==> config.mk <==
export PLATFORM = sky130hd
export DESIGN_NAME = demux32bit_1_2_buf
export DESIGN_NICKNAME = d
export VERILOG_FILES = /design/src/rtl/demux32bit_1_2_buf.sv
export SDC_FILE = /design/constraint.sdc
export NUM_CORES = 1
export LEC_CHECK = 0
export CAP_MARGIN = 30
export CORE_MARGIN = 1.5
export CORE_UTILIZATION = 46
export CTS_BUF_LIST = sky130_fd_sc_hd__clkbuf_16
export DETAILED_ROUTE_END_ITERATION = 6
export MAX_ROUTING_LAYER = met4
export PLACE_DENSITY = 0.72
export SETUP_SLACK_MARGIN = 0.5
export SLEW_MARGIN = 30
export SYNTH_ARGS = -nofsm -noshare
export SYNTH_HDL_FRONTEND = slang
export SYNTH_SLANG_ARGS = --single-unit
==> constraint.sdc <==
create_clock -name clk -period 2.63 [get_ports clk]
set_clock_uncertainty 0.05 [all_clocks]
set_input_delay 0.263 -clock clk [delete_from_list [all_inputs] [get_ports clk]]
set_output_delay 0.263 -clock clk [all_outputs]
set_load 0.03 [all_outputs]
==> src/rtl/demux32bit_1_2_buf.sv <==
// Buffered 1-to-2 demultiplexer: one valid/ready stream steered per word into two FIFO-backed outputs.
// Optional per-destination accept counters when DEMUX_STATS_EN is defined.
module demux32bit_1_2_buf #(
  parameter int WIDTH = 32,
  parameter int DEPTH = 2
) (
  input  logic             clk,
  input  logic             rst_n,
  input  logic             in_valid,
  output logic             in_ready,
  input  logic             in_sel,
  input  logic [WIDTH-1:0] in_data,
  output logic             out0_valid,
  input  logic             out0_ready,
  output logic [WIDTH-1:0] out0_data,
`ifdef DEMUX_STATS_EN
  output logic [15:0]      stat0_count,
  output logic [15:0]      stat1_count,
`endif
  output logic             out1_valid,
  input  logic             out1_ready,
  output logic [WIDTH-1:0] out1_data
);

  localparam int AW = (DEPTH > 1) ? $clog2(DEPTH) : 1;
  localparam int CW = AW + 1;
  localparam logic [CW-1:0] FULL_CNT = CW'(DEPTH);

  logic [WIDTH-1:0] mem_q [2][DEPTH];
  logic [WIDTH-1:0] mem_d [2][DEPTH];
  logic [AW-1:0]    wptr_q [2];
  logic [AW-1:0]    wptr_d [2];
  logic [AW-1:0]    rptr_q [2];
  logic [AW-1:0]    rptr_d [2];
  logic [CW-1:0]    count_q [2];
  logic [CW-1:0]    count_d [2];
  logic [1:0]       push_s;
  logic [1:0]       pop_s;
  logic [1:0]       out_ready_s;
  logic             full0_s;
  logic             full1_s;

  assign out_ready_s = {out1_ready, out0_ready};
  assign full0_s     = (count_q[0] == FULL_CNT);
  assign full1_s     = (count_q[1] == FULL_CNT);

  // A full destination stalls the input even if it is popped this cycle.
  assign in_ready = rst_n && (in_sel ? !full1_s : !full0_s);

  assign out0_valid = (count_q[0] != {CW{1'b0}});
  assign out1_valid = (count_q[1] != {CW{1'b0}});
  assign out0_data  = out0_valid ? mem_q[0][rptr_q[0]] : {WIDTH{1'b0}};
  assign out1_data  = out1_valid ? mem_q[1][rptr_q[1]] : {WIDTH{1'b0}};

  // Next-state for both FIFOs: handshakes, pointer advance, occupancy.
  always_comb begin
    mem_d   = mem_q;
    wptr_d  = wptr_q;
    rptr_d  = rptr_q;
    count_d = count_q;
    push_s  = 2'b00;
    pop_s   = 2'b00;
    for (int k = 0; k < 2; k++) begin
      push_s[k] = in_valid && in_ready && ((k == 1) ? in_sel : !in_sel);
      pop_s[k]  = (count_q[k] != {CW{1'b0}}) && out_ready_s[k];
      if (push_s[k]) begin
        mem_d[k][wptr_q[k]] = in_data;
        wptr_d[k]           = wptr_q[k] + {{(AW-1){1'b0}}, 1'b1};
      end else begin
        wptr_d[k] = wptr_q[k];
      end
      if (pop_s[k]) begin
        rptr_d[k] = rptr_q[k] + {{(AW-1){1'b0}}, 1'b1};
      end else begin
        rptr_d[k] = rptr_q[k];
      end
      case ({push_s[k], pop_s[k]})
        2'b10:   count_d[k] = count_q[k] + {{(CW-1){1'b0}}, 1'b1};
        2'b01:   count_d[k] = count_q[k] - {{(CW-1){1'b0}}, 1'b1};
        default: count_d[k] = count_q[k];
      endcase
    end
  end

  // Pointer and occupancy registers; reset discards everything buffered.
  always_ff @(posedge clk) begin
    if (!rst_n) begin
      for (int k = 0; k < 2; k++) begin
        wptr_q[k]  <= {AW{1'b0}};
        rptr_q[k]  <= {AW{1'b0}};
        count_q[k] <= {CW{1'b0}};
      end
    end else begin
      wptr_q  <= wptr_d;
      rptr_q  <= rptr_d;
      count_q <= count_d;
    end
  end

  // Storage needs no reset: reads are gated by occupancy.
  always_ff @(posedge clk) begin
    mem_q <= mem_d;
  end

`ifdef DEMUX_STATS_EN
  logic [15:0] stat0_q;
  logic [15:0] stat0_d;
  logic [15:0] stat1_q;
  logic [15:0] stat1_d;

  // Saturating accept counters, one per destination.
  always_comb begin
    stat0_d = stat0_q;
    stat1_d = stat1_q;
    if (push_s[0] && (stat0_q != 16'hFFFF)) begin
      stat0_d = stat0_q + 16'd1;
    end else begin
      stat0_d = stat0_q;
    end
    if (push_s[1] && (stat1_q != 16'hFFFF)) begin
      stat1_d = stat1_q + 16'd1;
    end else begin
      stat1_d = stat1_q;
    end
  end

  // Counter registers.
  always_ff @(posedge clk) begin
    if (!rst_n) begin
      stat0_q <= 16'd0;
      stat1_q <= 16'd0;
    end else begin
      stat0_q <= stat0_d;
      stat1_q <= stat1_d;
    end
  end

  assign stat0_count = stat0_q;
  assign stat1_count = stat1_q;
`endif

endmodule

==> impl_metrics.toml, run 1 <==
[grt]
use_met1_pct = 24.5
grt_pass1_wl_mm = 15.8
grt_start_max_net_pins = 34
met2_usage_pct = 28.7
grt_use_total_pct = 18.8
gr-total-overflow = 0
first_global_vias = 3036
grt.busiest_layer = "met2"
grt_antenna_before_repair = 0
use_met3_pct = 6.11

[power]
netSwitchingFraction_pct = 28.1
pwr-share-seq_pct = 39.6
switching_power_uw = 1770
intPower_uw = 4540
clkPwrFrac_pct = 38.0
peakVddDrop_v = 0.000507
comb_power_share_pct = 22.4
power.density_nw_per_um2 = 882
leakage_uw = 0.00267

[place]
gp_congestion = 0.742
dp_cells = 563
detailed_place_hpwl_mm = 6.18
io_buffer_count = 104

[die]
die_w_microns = 110
core_sq_um = 11000
start_util_pct = 47.8
rows = 38
die_area_sq_um = 12100
pin_count = 105
die_y_microns = 110

[clock_network]
clockRootBuffer = "clkbuf_16"
htreeDepth = 4
cts_buffers = 17
cts.sinks = 136
path_clk_slew_ps = 50
cts_max_path_buffers = 2
clk_latency_ps = 400
ctsHoldBuffers = 0
cts_tree = "built"

[route]
antenna_left = 0
route.detailed.drc = 0
num_vias = 2991
drtIter0Drc = 175
detail_route.wl_per_cell_microns = 17.1
dr.pass1.iters = 4
wl_mm = 10.2
viasPerCell = 4.99

[setup_path]
crit_fanout = 17
worstPathRequired_ps = 2320
cp_slowest_cell = "dfxtp_2"
critPathBufInv = 2
cp-end-kind = "output port"
start_kind = "flop"
reg2reg_slack_ps = 650
critical_path_class = "reg -> out"
worstReg2RegEnd = "count_q[3]"
crit_arrival_ps = 1710
path_cells = "buf_12 > mux2i_1 > nor2_1 > dlygate4sd2_1"
worst-r2r-cell-count = 5
crit_family = "buffers and inverters"
crit_cells = 4
max_stage_delay_ps = 410
r2r_start = "count_q[2]"

[timing]
slew_violations = 0
fin_tns_setup_ps = 0
max_freq_mhz = 495
hold_violations = 0
rsz0062_at_grt = "false"
period_share_pct = 76.9
worst_pin_slew_ps = 347
max_slew_margin_pct = 76.8
setup_viol = 0
fin_crit_ps = 2020
holdWs_ps = 446

[cells_and_area]
nets = 486
layoutNonFillerInstCount = 599
drive_gt1_share_pct = 11.1
n_fill_cell = 791
final_util_pct = 65.2
syn_to_final_growth_pct = 36.4
diodes = 0

[synth]
synth_warnings = 0
synth_seq_cells = 136
synth_edf_count = 128
synth_area_leaders = "edfxtp_1, mux2i_1, nor2_1"
ys.flop_type = "edfxtp_1"
syn_inst = 323
yosysSeqAreaShare_pct = 76.3
synthDistinctLibCells = 22
synth-async-reset-ratio_pct = 0
postSynthAreaPerCell_sq_um = 16.2
yosysTopAreaCell = "edfxtp_1"
syn_area_sq_um = 5250
syn_nets = 363
yosys.area.top_type_share_pct = 73.2

[status]
status = "complete, no violations"

[min_path]
worstHoldEndpoint = "mem_q[102]"
min_from = "in_data[6]"
min_path_type = "in -> reg"
hold_depth = 1

[flow_run]
drv_cap = 0
[cells in the mapped netlist, drive strengths merged, types with 2 or more instances]
master  instances
edfxtp        128
nor2           70
mux2i          65
buf            14
dfxtp           8
inv             6
xnor2           6
and2            4
o21ai           4
a21boi          2
ha              2
nand2           2
nand2b          2
o22ai           2
or3             2
[worst max path at each step]
stage,start,end,slack [ps]
finish,rptr_q[0],out1_data[31],610
global route,rptr_q[0],out1_data[26],500
CTS,rptr_q[0],out1_data[31],580
detailed placement,rst_n,count_q[3],300
global placement,rst_n,count_q[3],350
floorplan,count_q[2],mem_q[100],80
[what timing repair did]
| action | CTS | global route |
|---|---|---|
| setup endpoints to repair | 67 | 2 |
| setup buffers | 3 | 0 |
| gates cloned | 0 | 1 |
| gates resized for setup | 70 | 1 |
[cells by family after synthesis]
kind of cell / share of synthesized area, %
buf+inv: 2.12
xor+xnor: 1.00
mux: 12.4
flops: 76.3
simple gates: 6.80
compound gates: 0.906
fa+ha+maj: 0.477
[registers in the layout (all words and copies together) (netlist names)]
signal	flops
count_q	4
mem_q	128
rptr_q	2
wptr_q	2
[area by class of cell]
class,instances,area (sq um),share of cell area (%)
sequential,136,4010,56.0
timing repair buffer,119,1160,16.2
multi-input combinational,166,1180,16.5
tap,140,175,2.45
clock buffer,17,425,5.95
clock inverter,15,188,2.62
inverter,6,22.5,0.315
[metal layers]
layer,part of all wire [%],vias up
met5,0,-
li1,-,1436
met3,5.8,6
met1,46,1456
met2,48,93
met4,0.58,0
[cell usage in the layout (no fill, tap or decap), types with 2 or more instances in the layout]
cell	n
a21boi_1	2
clkdlybuf4s50_1	37
buf_12	5
buf_6	2
nand2b_1	2
nor2_4	6
edfxtp_1	128
nand2_1	2
inv_1	9
nor2_1	64
o21ai_0	4
dlygate4sd2_1	66
clkbuf_16	18
bufinv_16	4
clkinv_4	2
o22ai_1	2
and2_1	4
dfxtp_1	6
xnor2_1	6
clkinvlp_4	4
buf_4	7
or3_1	2
ha_1	2
mux2i_1	65
[power by group through the flow]
stage | Clock, uW | Sequential, uW | Combinational [uW]
after detailed placement | 0 | 2550 | 1520
after global placement | 0 | 2540 | 1510
after global routing | 2550 | 2510 | 1510
after floorplan | 0 | 2520 | 927
final | 2400 | 2500 | 1410
after CTS | 2440 | 2490 | 1420
[stage by stage]
step                instance area, sq um  setup slack, ps  power [uW]
floorplan                           5250             76.1        3440
global placement                    6570              353        4060
detailed placement                  6570              297        4070
CTS                                 7130              577        6350
global route                        7160              499        6570
finish                              7160              608        6310
Power figures use the tool's default switching activity.
==> run 2, diff against run 1 <==
==> constraint.sdc (replaced) <==
create_clock -name clk -period 1.8 [get_ports clk]
set_clock_uncertainty 0.05 [all_clocks]
set_input_delay 0.18 -clock clk [delete_from_list [all_inputs] [get_ports clk]]
set_output_delay 0.18 -clock clk [all_outputs]
set_load 0.03 [all_outputs]
==> run 2 against run 1 <==
Net effect:
- the run now ends with setup timing left
- setup slack worse by 680 ps
- clock power is 69% higher
- sequential share of layout area is 15 points lower
- critical path type unchanged
- highest routed layer unchanged
==> impl_metrics.toml, run 2 (same netlist as run 1, synthesis figures left out) <==
[route]
drtIter0Drc = 413
dr.pass1.iters = 6
antenna_left = 0
route.detailed.drc = 0
detail_route.wl_per_cell_microns = 29.2
num_vias = 3933
wl_mm = 20.2
viasPerCell = 5.68

[setup_path]
max_stage_delay_ps = 370
cp-end-kind = "output port"
worst-r2r-cell-count = 8
critical_path_class = "reg -> out"
crit_arrival_ps = 1640
cp_slowest_cell = "dfxtp_4"
crit_fanout = 5
path_cells = "buf_12 > buf_16 > mux2i_4 > nor2_4 > buf_6"
start_kind = "flop"
worstPathRequired_ps = 1570

[timing]
period_share_pct = 104
max_slew_margin_pct = 77.0
fin_crit_ps = 1870
worst_pin_slew_ps = 341
slew_violations = 0
hold_violations = 0
rsz0062_at_grt = "true"
setup_slack_ps = -67.3
max_freq_mhz = 536
setup_viol = 43

[die]
die_y_microns = 110
core_sq_um = 11000
rows = 38
start_util_pct = 47.8
die_area_sq_um = 12100
pin_count = 105
die_w_microns = 110

[place]
dpl_worst_slack_ps = -87.3
io_buffer_count = 104
detailed_place_hpwl_mm = 7.35
postPlaceCellArea_sq_um = 6950
gp_congestion = 0.727

[cells_and_area]
syn_to_final_growth_pct = 87.2
max_flop_register = "mem_q"
mostFrequentLayoutCell = "edfxtp_1"
nets = 580
fin_area_sq_um = 9820
layout_common_cells = "edfxtp_1, buf_6, nor2_2"
diodes = 0
largest_reg_flops = 128
reg_top3 = "mem_q: 128 flops, count_q: 4 flops"
drive_gt1_share_pct = 62.9

[clock_network]
htreeDepth = 4
cts.sinks = 136
ctsHoldBuffers = 0
path_clk_slew_ps = 60
cts_tree = "built"
clockRootBuffer = "clkbuf_16"
clk_latency_ps = 430
cts_max_path_buffers = 2
cts_buffers = 17

[grt]
gr-total-overflow = 0
first_global_vias = 3802
grt_antenna_before_repair = 0
grt_pass1_wl_mm = 23.0
grt_use_total_pct = 28.7
grt_start_max_net_pins = 17

[power]
peakVddDrop_v = 0.00124
power.density_nw_per_um2 = 1250
leakage_uw = 0.00346

[flow_run]
drv_cap = 0

[status]
status = "finished, violations left"
violations = "setup timing"

[min_path]
hold_depth = 1
min_path_type = "in -> reg"
[run 2: cell count changes in the layout (fill, tap and decap cells not counted), moves of 5 or more]
cell | before | now
mux2i_2 | 0 | 16
mux2i_1 | 65 | 11
inv_1 | 9 | 4
buf_6 | 2 | 95
mux2i_4 | 0 | 38
buf_4 | 7 | 26
clkbuf_16 | 18 | 25
nor2_2 | 0 | 42
dlygate4sd2_1 | 66 | 0
buf_12 | 5 | 31
nor2_1 | 64 | 2
buf_16 | 0 | 14
nor2_4 | 6 | 26
[run 2: layout make-up]
type | instances | area (sq um)
fill | 368 | 1160
sequential | 136 | 4020
inverter | 6 | 30.0
clock inverter | 15 | 248
multi-input combinational | 166 | 2050
clock buffer | 17 | 425
timing repair buffer | 213 | 2870
tap | 140 | 175
[run 2: what timing repair did]
action / in CTS / in global routing
gates resized for setup: 448 / 124
buffers inserted: 46 / 13
gates cloned: 14 / 8
endpoints found under the setup margin: 199 / 200
pin swaps: 15 / 18
[run 2: path summary, 6_finish.rpt]
| path | to | slack [ps] | start |
|---|---|---|---|
| worst max-delay path | out0_data[10] | -70 | rptr_q[1] |
| worst min-delay path | mem_q[113] | 360 | in_data[17] |
| worst max register to register | mem_q[105] | -50 | count_q[3] |
| worst min register to register | wptr_q[0] | 530 | wptr_q[0] |
[run 2: layer usage]
metal | routed length (microns) | track usage (%) | vias to the layer above | share of wire [%]
li1 | - | - | 1638 | -
met1 | 7460 | 34.1 | 1998 | 37
met2 | 10700 | 47.8 | 249 | 53
met3 | 1380 | 7.11 | 48 | 6.8
met4 | 631 | 10.3 | 0 | 3.1
met5 | 0 | - | - | 0
[run 2: critical path, delay by kind of cell, from the launching register on]
family        cells  cell delay [ps]
simple gates      1              170
mux               1              200
buf+inv           3              470
flops             1              370
[run 2: power breakdown]
part	switching [uW]	internal [uW]	total, uW
Sequential	106	3590	3690
Clock	1450	2610	4060
Combinational	2220	2350	4560
Total	3770	8540	12300
[run 2: per-stage QoR]
stage / utilization, % / TNS [ps] / instances / hold slack (ps) / power (uW)
after global placement: 63.3 / -2.79 / 580 / 455 / 6290
after CTS: 81.2 / 0 / 672 / 338 / 11300
after detailed placement: 63.3 / -149 / 580 / 477 / 6330
after global routing: 89.5 / -5280 / 693 / 344 / 12600
final: 89.5 / -1600 / 693 / 357 / 12300
after floorplan: - / 0 / 323 / 229 / 5220
